--- src/rtl/moving_avg_rnd.sv ---
// Moving average over a 2**LOG2_DEPTH sample window with selectable rounding.
// Keeps a running sum updated incrementally from a circular sample buffer.
module moving_avg_rnd #(
    parameter int unsigned WIDTH      = 10,
    parameter int unsigned LOG2_DEPTH = 2
) (
    input  logic             clk,
    input  logic             rst,
    input  logic             in_valid,
    input  logic [WIDTH-1:0] in_data,
    input  logic [1:0]       round_mode,
    input  logic             flush,
    output logic             out_valid,
    output logic [WIDTH-1:0] out_data,
    output logic             full
);

    localparam int unsigned DEPTH = 1 << LOG2_DEPTH;
    localparam int unsigned SW    = WIDTH + LOG2_DEPTH;
    localparam int unsigned PW    = (LOG2_DEPTH > 0) ? LOG2_DEPTH : 1;
    localparam int unsigned CW    = LOG2_DEPTH + 1;

    logic signed [WIDTH-1:0] win_q [DEPTH];
    logic signed [SW-1:0]    sum_q;
    logic signed [SW-1:0]    sum_nxt;
    logic [PW-1:0]           ptr_q;
    logic [PW-1:0]           ptr_nxt;
    logic [CW-1:0]           fill_q;
    logic [CW-1:0]           fill_nxt;
    logic                    fill_done;
    logic [WIDTH-1:0]        avg;

    // Incremental window update: add the new sample, drop the one it overwrites.
    always_comb begin
        sum_nxt   = sum_q + SW'($signed(in_data)) - SW'(win_q[ptr_q]);
        ptr_nxt   = (ptr_q == PW'(DEPTH - 1)) ? '0 : ptr_q + PW'(1);
        fill_nxt  = (fill_q == CW'(DEPTH)) ? fill_q : fill_q + CW'(1);
        fill_done = (fill_nxt == CW'(DEPTH));
    end

    generate
        if (LOG2_DEPTH == 0) begin : g_pass
            // Single-entry window: the sum is the sample itself.
            always_comb avg = sum_nxt[WIDTH-1:0];
        end else begin : g_round
            localparam logic signed [SW:0] SAT_MAX = (SW+1)'((1 << (WIDTH - 1)) - 1);
            localparam logic signed [SW:0] SAT_MIN = ~SAT_MAX;
            localparam logic [LOG2_DEPTH-1:0] HALF = LOG2_DEPTH'(1 << (LOG2_DEPTH - 1));

            logic signed [SW:0]    q_ext;
            logic signed [SW:0]    res_ext;
            logic [LOG2_DEPTH-1:0] rem;
            logic                  inc;

            always_comb begin
                q_ext = (SW+1)'(sum_nxt >>> LOG2_DEPTH);
                rem   = sum_nxt[LOG2_DEPTH-1:0];
                inc   = 1'b0;
                case (round_mode)
                    2'b01:   inc = (rem >= HALF);
                    2'b10:   inc = (rem > HALF) || ((rem == HALF) && q_ext[0]);
                    default: inc = 1'b0;
                endcase
                res_ext = q_ext + (SW+1)'(inc);
                avg     = res_ext[WIDTH-1:0];
                if (res_ext > SAT_MAX) begin
                    avg = SAT_MAX[WIDTH-1:0];
                end else if (res_ext < SAT_MIN) begin
                    avg = SAT_MIN[WIDTH-1:0];
                end
            end
        end
    endgenerate

    // rst clears everything; flush clears everything except the held result.
    always_ff @(posedge clk) begin
        if (rst) begin
            for (int unsigned i = 0; i < DEPTH; i++) begin
                win_q[i] <= '0;
            end
            sum_q     <= '0;
            ptr_q     <= '0;
            fill_q    <= '0;
            out_valid <= 1'b0;
            out_data  <= '0;
            full      <= 1'b0;
        end else if (flush) begin
            for (int unsigned i = 0; i < DEPTH; i++) begin
                win_q[i] <= '0;
            end
            sum_q     <= '0;
            ptr_q     <= '0;
            fill_q    <= '0;
            out_valid <= 1'b0;
            full      <= 1'b0;
        end else begin
            out_valid <= 1'b0;
            if (in_valid) begin
                win_q[ptr_q] <= in_data;
                sum_q        <= sum_nxt;
                ptr_q        <= ptr_nxt;
                fill_q       <= fill_nxt;
                full         <= fill_done;
                if (fill_done) begin
                    out_valid <= 1'b1;
                    out_data  <= avg;
                end
            end
        end
    end

endmodule

--- config.mk ---
export PLATFORM = sky130hd
export DESIGN_NAME = moving_avg_rnd
export DESIGN_NICKNAME = d
export VERILOG_FILES = /design/src/rtl/moving_avg_rnd.sv
export SDC_FILE = /design/constraint.sdc
export NUM_CORES = 1
export LEC_CHECK = 0
export CORE_MARGIN = 2
export CORE_UTILIZATION = 64
export DETAILED_ROUTE_END_ITERATION = 10
export PLACE_DENSITY = 0.92
export REMOVE_ABC_BUFFERS = 1
export SLEW_MARGIN = 0
export SYNTH_ARGS = -nofsm -noshare
export SYNTH_HDL_FRONTEND = slang
export SYNTH_SLANG_ARGS = --single-unit
export TNS_END_PERCENT = 30
--- constraint.sdc ---
create_clock -name clk -period 12.4 [get_ports clk]
set_input_delay 3.72 -clock clk [delete_from_list [all_inputs] [get_ports clk]]
set_output_delay 3.72 -clock clk [all_outputs]
set_load 0.005 [all_outputs]
==> flow_metrics.tcl, run 1 <==
set metrics [dict create \
    status "finished clean" \
    ys_ff_latch 71 \
    fin_crit_ps 7312 \
    irDropWorstVdd_mv 0.09171 \
    core_area_um2 6681 \
    clock_latency_ps 350 \
    drc 0 \
    hold_viol_final 0 \
    p_switching_w 0.0002623 \
    powerDensity_nw_per_um2 152.9 \
    drt_wl_total_um 8780 \
    ys_seq_area_frac 0.4170 \
    cts_setup_buffers 0 \
    die_h_um 86.63 \
    die_x_um 86.63 \
    cts_resized 0 \
    cts_tree "yes" \
    drv_slew 0 \
    drive_gt1_frac 0.1048 \
    final.setup.tns_ps 0 \
    fin_nets 484 \
    row_count 30 \
    dp_hpwl_um 6022 \
    port_buffers 27 \
    p_clk_frac 0.277 \
    pwr-share-seq 0.357 \
    wl_per_cell_um 16.92 \
    ys_types 69 \
    ant_nets 0 \
    crit_required_ps 12630 \
    grt_pass1_wl_um 14440 \
    fmax_mhz 136.8 \
    switching_share 0.3531 \
    insertedDiodeCount 0 \
    maxCapViolations 0 \
    worstMarginPinSlew_ps 1184 \
    start_util 0.6539 \
    syn_to_final_growth_pct 11.17 \
    cts_htree_levels 3 \
    clock-root-buffer "clkbuf_8" \
    numClockSinks 71 \
    rsz0062_at_grt "false" \
    finish.utilization 0.7270 \
    vias 3199 \
    grt_pass1_vias 3119 \
    syn_area_per_cell_um2 10.58 \
    clk_pin_slew_ps 70 \
    viasPerCell 6.164 \
    hp-start "out_data[9]" \
    min_path_type "flip-flop to flip-flop" \
    yosys_most_used_dff "edfxtp_1" \
    fin_skew_ps 9.334 \
    syn-instance-count 413 \
    layout_common_cells "inv_1 (55), nor2_1 (42), and2_1 (40), edfxtp_1 (40), dfxtp_1 (31)" \
    cp.arrival_ps 7540 \
    path_class "primary input to flip-flop" \
    antenna_found_initial 0 \
    cp-start-kind "primary input" \
    syn_area_um2 4369 \
    mostFrequentLayoutCell "inv_1" \
    postCtsHoldBufs 0 \
    drt_first_pass_iters 4 \
    critPathMaxFanout 8 \
    setup.worst_path.start "in_data[1]" \
    grt_overflow 0 \
    synth_edf_count 40 \
    leakagePower_nw 1.967 \
    cts_max_path_buffers 2 \
    finalSetupViolCount 0 \
    pwr-share-comb 0.366 \
    initialDrtViolationCount 323 \
    grt_max_degree 25 \
    p_int_w 0.0004805 \
    cts_buffers 9 \
    place.gp.congestion 0.9200 \
    fin_crit_sh 0.5897 \
    track_usage 0.2540 \
    maxSlewHeadroom 0.2044 \
    end_kind "flip-flop" \
    dieArea_um2 7504 \
    ios 28 \
    synth-async-reset-ratio 0 \
    yosys_warnings 0 \
]
-- routing by layer --
metal / vias to the layer above / global-route usage / share of wire / routed length (µm)
li1: 1491 / - / - / -
met1: 1552 / 0.3114 / 0.41 / 3570
met2: 133 / 0.4231 / 0.50 / 4391
met3: 23 / 0.07619 / 0.067 / 587
met4: 0 / 0.09801 / 0.026 / 230
met5: - / 0 / 0 / 0
-- worst max-delay path: stages --
cell and delay (ps):
clkdlybuf4s50_1 540, inv_1 80, fa_1 540, fa_1 490, xnor2_1 280, o21ai_0 120, a211oi_1 250, ha_1 240
nand4_1 310, nor3b_4 290, a211o_1 310, a311oi_1 360
-- registers in the layout, summed over array words and instances (netlist names), named ones only --
register and count:
win_q 40, out_valid 1, out_data 10, full 1, ptr_q 2, fill_q 3, sum_q 12
-- through the flow --
step           total power, W  cell area, µm²  instances  hold slack [ps]  worst slack, ps
6_report            0.0007428            4857        519            460.4             5088
5_1_grt             0.0007817            4857        519            489.7             4893
4_1_cts             0.0007375            4857        519            456.4             5133
3_5_place_dp        0.0005280            4636        503            448.4             4920
3_3_place_gp        0.0005202            4636        503            441.0             5055
2_1_floorplan       0.0004724            4259        396            442.2             5758
-- path summary, 6_finish.rpt --
path	to	slack (ps)	cells past startpoint
max	out_data[8]	5090	12
min	out_data[9]	460	2
max reg2reg	out_data[8]	7660	14
min reg2reg	out_data[9]	460	2
-- synthesized netlist by cell type (2+ instances only) --
| cell | count | area [µm²] |
|---|---|---|
| o22ai_1 | 2 | 12.51 |
| buf_1 | 2 | 7.510 |
| o31ai_1 | 3 | 22.52 |
| o211ai_1 | 2 | 15.01 |
| inv_1 | 55 | 206.5 |
| a21oi_1 | 12 | 60.06 |
| nor2_1 | 42 | 157.7 |
| dfxtp_1 | 31 | 620.6 |
| o211a_1 | 2 | 20.02 |
| nor3_1 | 6 | 30.03 |
| edfxtp_1 | 40 | 1201 |
| mux4_2 | 10 | 225.2 |
| a211o_2 | 3 | 30.03 |
| xor2_1 | 4 | 35.03 |
| xnor2_1 | 6 | 52.55 |
| and2_1 | 40 | 250.2 |
| buf_6 | 2 | 22.52 |
| nand2_1 | 8 | 30.03 |
| fa_1 | 11 | 220.2 |
| mux2i_1 | 9 | 90.09 |
| a211oi_1 | 14 | 105.1 |
| nand3_1 | 6 | 30.03 |
| a311o_1 | 3 | 30.03 |
| nand4_1 | 2 | 12.51 |
| nand2b_1 | 7 | 43.79 |
| o21ai_0 | 11 | 55.05 |
| clkbuf_8 | 2 | 27.53 |
| ha_1 | 23 | 287.8 |
| clkbuf_1 | 9 | 33.78 |
| or4_1 | 2 | 15.01 |
| a31o_2 | 2 | 17.52 |
| and3_1 | 5 | 31.28 |
-- kinds of logic (layout without fill, tap and decap cells) --
kind of cell,count (synthesis),count (layout),synth area share
AND/OR/NAND/NOR,133,133,0.1681
AO/OA/AOI/OAI,73,73,0.1314
buffers and inverters,72,98,0.07245
flip-flops,71,71,0.4170
adder cells (fa/ha/maj),34,34,0.1163
multiplexers,20,20,0.07474
XOR/XNOR,10,10,0.02004
-- power groups by stage --
stage	clock network [W]	logic [W]	registers, W
4_1_cts	0.000206	0.000266	0.000265
3_5_place_dp	0	0.000258	0.000270
6_report	0.000206	0.000272	0.000265
2_1_floorplan	0	0.000204	0.000268
3_3_place_gp	0	0.000251	0.000270
5_1_grt	0.000219	0.000296	0.000266
-- layout make-up --
class | count | area, µm²
clock buffers | 10 | 127.6
well taps | 80 | 100.1
clock inverters | 6 | 93.84
multi-input cells | 270 | 2237
inverters | 55 | 206.4
flip-flops and latches | 71 | 1822
repair buffers | 27 | 270.3
fillers | 457 | 1824
No activity file was read; power rests on OpenSTA's default activity.
==> inputs of run 2 (changes only) <==
--- a/config.mk
+++ b/config.mk
@@ -6,9 +6,9 @@
 export NUM_CORES = 1
 export LEC_CHECK = 0
 export CORE_MARGIN = 2
-export CORE_UTILIZATION = 64
+export CORE_UTILIZATION = 60
 export DETAILED_ROUTE_END_ITERATION = 10
-export PLACE_DENSITY = 0.92
+export PLACE_DENSITY = 0.88
 export REMOVE_ABC_BUFFERS = 1
 export SLEW_MARGIN = 0
 export SYNTH_ARGS = -nofsm -noshare
==> constraint.sdc (replaced) <==
create_clock -name clk -period 7.4 [get_ports clk]
set_input_delay 2.22 -clock clk [delete_from_list [all_inputs] [get_ports clk]]
set_output_delay 2.22 -clock clk [all_outputs]
set_load 0.005 [all_outputs]
==> flow_metrics.tcl, run 2 (synthesis gave the netlist of run 1 again) <==
set metrics [dict create \
    ios 28 \
    dieArea_um2 7981 \
    placedInstanceArea_um2 4674 \
    port_buffers 27 \
    final.setup.tns_ps 0 \
    finalSetupViolCount 0 \
    wl_per_cell_um 15.44 \
    drc 0 \
    start_util 0.6122 \
    maxCapViolations 0 \
    postCtsHoldBufs 0 \
    fin_crit_ps 5597 \
    layout_common_cells "inv_1 (55), nor2_1 (42), and2_1 (40), edfxtp_1 (40), dfxtp_1 (31)" \
    regMostFlops "win_q" \
    r2r_cells 15 \
    hold-path-endpoint "out_data[9]" \
    cts_tree "yes" \
    row_count 31 \
    drt_wl_total_um 8336 \
    place.gp.congestion 0.9535 \
    maxSlewHeadroom 0.5344 \
    p_int_w 0.0008039 \
    cts_resized 0 \
    hold_viol_final 0 \
    clock_latency_ps 360 \
    drt_first_pass_iters 4 \
    grt_pass1_wl_um 13960 \
    fmax_mhz 178.7 \
    cts_buffers 9 \
    insertedDiodeCount 0 \
    path_class "primary input to flip-flop" \
    ant_nets 0 \
    mostFrequentLayoutCell "inv_1" \
    grt_pass1_vias 2989 \
    cts_max_path_buffers 2 \
    pwr-share-comb 0.358 \
    clock-root-buffer "clkbuf_8" \
    end_kind "flip-flop" \
    dp_hpwl_um 6102 \
    grt_use_met1 0.3068 \
    pwr-share-seq 0.359 \
    hp-start "out_data[9]" \
    clk_pin_slew_ps 80 \
    syn_to_final_growth_pct 12.03 \
    top_regs "win_q x40, sum_q x12, out_data x10" \
    p_switching_w 0.0004315 \
    initialDrtViolationCount 216 \
    irDropWorstVdd_mv 0.1140 \
    grt_overflow 0 \
    worstMarginPinSlew_ps 697.4 \
    cp-start-kind "primary input" \
    drv_slew 0 \
    cts_setup_buffers 0 \
    whs_ps 475.8 \
    fillers 561 \
    finish.utilization 0.6858 \
    fin_skew_ps 15.63 \
    rsz0062_at_grt "false" \
    cts_htree_levels 3 \
    largest_reg_flops 40 \
    cp.arrival_ps 5860 \
    leakagePower_nw 1.974 \
    met3_usage 0.04432 \
    critPathMaxFanout 8 \
    track_usage 0.2325 \
    drive_gt1_frac 0.1088 \
    antenna_found_initial 0 \
    vias 3058 \
    reg2reg_slack_ps 2910 \
    numClockSinks 71 \
    fin_crit_sh 0.7564 \
    die_h_um 89.34 \
    crit_required_ps 7670 \
    die_x_um 89.34 \
    grt_max_degree 25 \
    whs_path_depth 2 \
    p_clk_frac 0.283 \
    core_area_um2 7137 \
    viasPerCell 5.663 \
    status "finished clean" \
    gr-usage-met2 0.3838 \
    final_area_um2 4895 \
    r2r_end "out_data[5]" \
    switching_share 0.3493 \
    top_usage_layer "met2" \
    min_path_type "flip-flop to flip-flop" \
    fin_nets 486 \
    powerDensity_nw_per_um2 252.4 \
]
==> run 2: power groups by stage <==
stage / Clock [W] / Sequential (W) / Combinational [W]
6_report: 0.000349 / 0.000444 / 0.000442
5_1_grt: 0.000372 / 0.000446 / 0.000496
4_1_cts: 0.000357 / 0.000444 / 0.000437
3_5_place_dp: 0 / 0.000453 / 0.000433
3_3_place_gp: 0 / 0.000452 / 0.000421
2_1_floorplan: 0 / 0.000449 / 0.000342
==> run 2: worst max-delay path, cell delays in order <==
cell and delay [ps]:
clkdlybuf4s50_1 540, inv_1 80, fa_1 520, fa_1 490
xnor2_1 270, o21ai_0 110, a211oi_1 250, ha_1 230
ha_1 190, nand3_1 230, nor3b_4 310, o311ai_4 160
a211oi_1 250
==> run 2: how the worst max path moves through the flow <==
stage / startpoint / end / slack (ps) / cells after the start
after floorplan: in_data[4] / out_data[6] / 2260 / 11
after global routing: in_data[2] / out_data[4] / 1560 / 12
after CTS: in_data[1] / out_data[5] / 1810 / 13
after global placement: in_data[1] / out_data[6] / 1540 / 13
final: in_data[1] / out_data[5] / 1800 / 13
after detailed placement: in_data[1] / out_data[5] / 1430 / 13
==> run 2: stage by stage <==
stage	std cells	total power (W)	setup slack [ps]
final	540	0.001235	1803
after global routing	540	0.001313	1563
after CTS	540	0.001237	1806
after detailed placement	524	0.0008853	1433
after global placement	524	0.0008730	1542
after floorplan	396	0.0007916	2258
==> run 2: area by class of cell <==
| class | instances | area (µm²) | area share |
|---|---|---|---|
| multi-input cells | 270 | 2237 | 0.4571 |
| flip-flops and latches | 71 | 1822 | 0.3722 |
| repair buffers | 29 | 285.3 | 0.05828 |
| inverters | 55 | 206.4 | 0.04218 |
| clock buffers | 10 | 127.6 | 0.02607 |
| well taps | 99 | 123.9 | 0.02531 |
| clock inverters | 6 | 92.59 | 0.01892 |
==> run 2: routing by layer <==
metal  vias to the layer above  part of all wire
li1                       1501                 -
met1                      1475              0.44
met2                        69              0.50
met3                        13             0.039
met4                         0             0.019
met5                         -                 0
==> inputs of run 3 (changes only) <==
--- a/config.mk
+++ b/config.mk
@@ -6,9 +6,9 @@
 export NUM_CORES = 1
 export LEC_CHECK = 0
 export CORE_MARGIN = 2
-export CORE_UTILIZATION = 60
+export CORE_UTILIZATION = 54
 export DETAILED_ROUTE_END_ITERATION = 10
-export PLACE_DENSITY = 0.88
+export PLACE_DENSITY = 0.84
 export REMOVE_ABC_BUFFERS = 1
 export SLEW_MARGIN = 0
 export SYNTH_ARGS = -nofsm -noshare
==> constraint.sdc (replaced) <==
create_clock -name clk -period 5 [get_ports clk]
set_input_delay 1.5 -clock clk [delete_from_list [all_inputs] [get_ports clk]]
set_output_delay 1.5 -clock clk [all_outputs]
set_load 0.005 [all_outputs]
==> flow_metrics.tcl, run 3 (synthesis gave the netlist of run 1 again) <==
set metrics [dict create \
    crit_slowest_cell "fa_1" \
    finalSetupViolCount 0 \
    drv_slew 0 \
    top_regs "win_q x40, sum_q x12, out_data x10" \
    fin_crit_sh 0.9578 \
    fin_crit_ps 4789 \
    cts_setup_buffers 0 \
    drt_wl_total_um 8837 \
    dieArea_um2 8827 \
    status "finished clean" \
    layout_common_cells "inv_1 (55), nor2_1 (42), and2_1 (40), edfxtp_1 (40), buf_4 (34)" \
    cts_max_path_buffers 2 \
    cp.arrival_ps 5000 \
    die_h_um 93.95 \
    postCtsHoldBufs 0 \
    maxSlewHeadroom 0.5980 \
    ant_nets 0 \
    whs_path_depth 2 \
    antenna_found_initial 0 \
    largest_reg_flops 40 \
    r2r_cells 14 \
    track_usage 0.2246 \
    crit_chain "clkdlybuf4s50_1 -> inv_1 -> fa_1 -> inv_1 -> ha_1 -> buf_4 -> a21oi_1 -> o21ai_2 -> a311o_1 -> a211o_2 -> and2_4 -> o311ai_4 -> a211oi_1" \
    whs_ps 459.6 \
    clock-root-buffer "clkbuf_8" \
    fmax_mhz 208.8 \
    min_path_type "flip-flop to flip-flop" \
    end_kind "flip-flop" \
    rsz0062_at_grt "false" \
    row_count 32 \
    hold_viol_final 0 \
    worstMarginPinSlew_ps 600.7 \
    vias 3255 \
    cp_slowest_stage_delay_ps 540 \
    core_area_um2 7767 \
    crit_required_ps 5210 \
    powerDensity_nw_per_um2 376.5 \
    reg2reg_slack_ps 680 \
    cts_tree "yes" \
    cp-start-kind "primary input" \
    initialDrtViolationCount 202 \
    fin_skew_ps 14.13 \
    place_ws_ps -124.7 \
    drc 0 \
    cp_top_family "compound AO/OA/AOI/OAI gates" \
    fillers 583 \
    crit_top_cell "inv_1" \
    multiInputGateArea_um2 2250 \
    gr-usage-met2 0.3893 \
    finish.utilization 0.6611 \
    cts_buffers 9 \
    insertedDiodeCount 0 \
    ios 28 \
    numClockSinks 71 \
    wl_per_cell_um 15.34 \
    port_buffers 27 \
    leakagePower_nw 2.126 \
    start_util 0.5625 \
    path_class "primary input to flip-flop" \
    grt_max_degree 25 \
    critPathBufInv 4 \
    grt_overflow 0 \
    r2r_end "out_data[6]" \
    grt_pass1_vias 3297 \
    grt_use_met1 0.2767 \
    final.setup.tns_ps 0 \
    fin_ws_ps 210.9 \
    place.gp.congestion 0.8566 \
    irDropWorstVdd_mv 0.2010 \
    met3_usage 0.04735 \
    cts_resized 0 \
    regMostFlops "win_q" \
    maxCapViolations 0 \
    hp-start "out_data[9]" \
    mostFrequentLayoutCell "inv_1" \
    grt_pass1_wl_um 15160 \
    dp_hpwl_um 6733 \
    drive_gt1_frac 0.1730 \
    register_area_um2 1822 \
    viasPerCell 5.651 \
    fin_nets 519 \
    hold-path-endpoint "out_data[9]" \
    syn_to_final_growth_pct 17.53 \
    clock_latency_ps 350 \
    cts_htree_levels 3 \
    top_usage_layer "met2" \
    critPathMaxFanout 8 \
    drt_first_pass_iters 6 \
    die_x_um 93.95 \
    clk_pin_slew_ps 70 \
]
[run 3: final cells by class]
cell class,count,share of cell area
Multi-Input combinational cell,270,0.4381
Sequential cell,71,0.3548
Timing Repair Buffer,62,0.1062
Inverter,55,0.04020
Clock buffer,12,0.02632
Tap cell,102,0.02485
Clock inverter,4,0.009503
[run 3: how the worst max path moves through the flow]
| stage | start | endpoint | slack (ps) | cells after the start |
|---|---|---|---|---|
| after global placement | in_data[4] | out_data[6] | -40 | 12 |
| after detailed placement | in_data[4] | out_data[6] | -120 | 13 |
| after global routing | in_data[1] | out_data[7] | 4 | 13 |
| after CTS | in_data[4] | out_data[6] | 240 | 13 |
| after floorplan | in_data[4] | out_data[6] | 580 | 11 |
| final | in_data[4] | out_data[6] | 210 | 13 |
[run 3: metrics by stage]
step	total power, W	area (µm²)	std cells
4_1_cts	0.001926	5122	576
3_3_place_gp	0.001458	4938	560
2_1_floorplan	0.001172	4259	396
3_5_place_dp	0.001486	4938	560
5_1_grt	0.002054	5135	576
6_report	0.001933	5135	576
[run 3: where the power goes]
group	internal [W]	total, W	switching [W]
logic	0.000392	0.000837	0.000445
registers	0.000643	0.000656	0.0000131
clock network	0.000230	0.000440	0.000209
[run 3: metal layers]
metal  up-vias  wire, µm
met5         -         0
met4         0       165
met3        19       449
met2        89      4398
met1      1585      3823
li1       1562         -
[run 3: worst register-to-register path: stages (launching register included)]
cell and delay [ps]:
dfxtp_1 660, buf_4 250, mux4_2 510, fa_1 500, inv_1 50, ha_1 330
a211oi_1 290, nor2_1 130, and4bb_2 330, o22ai_1 120, buf_4 160, o41ai_1 340
buf_4 180, o311ai_4 150, a211oi_1 250
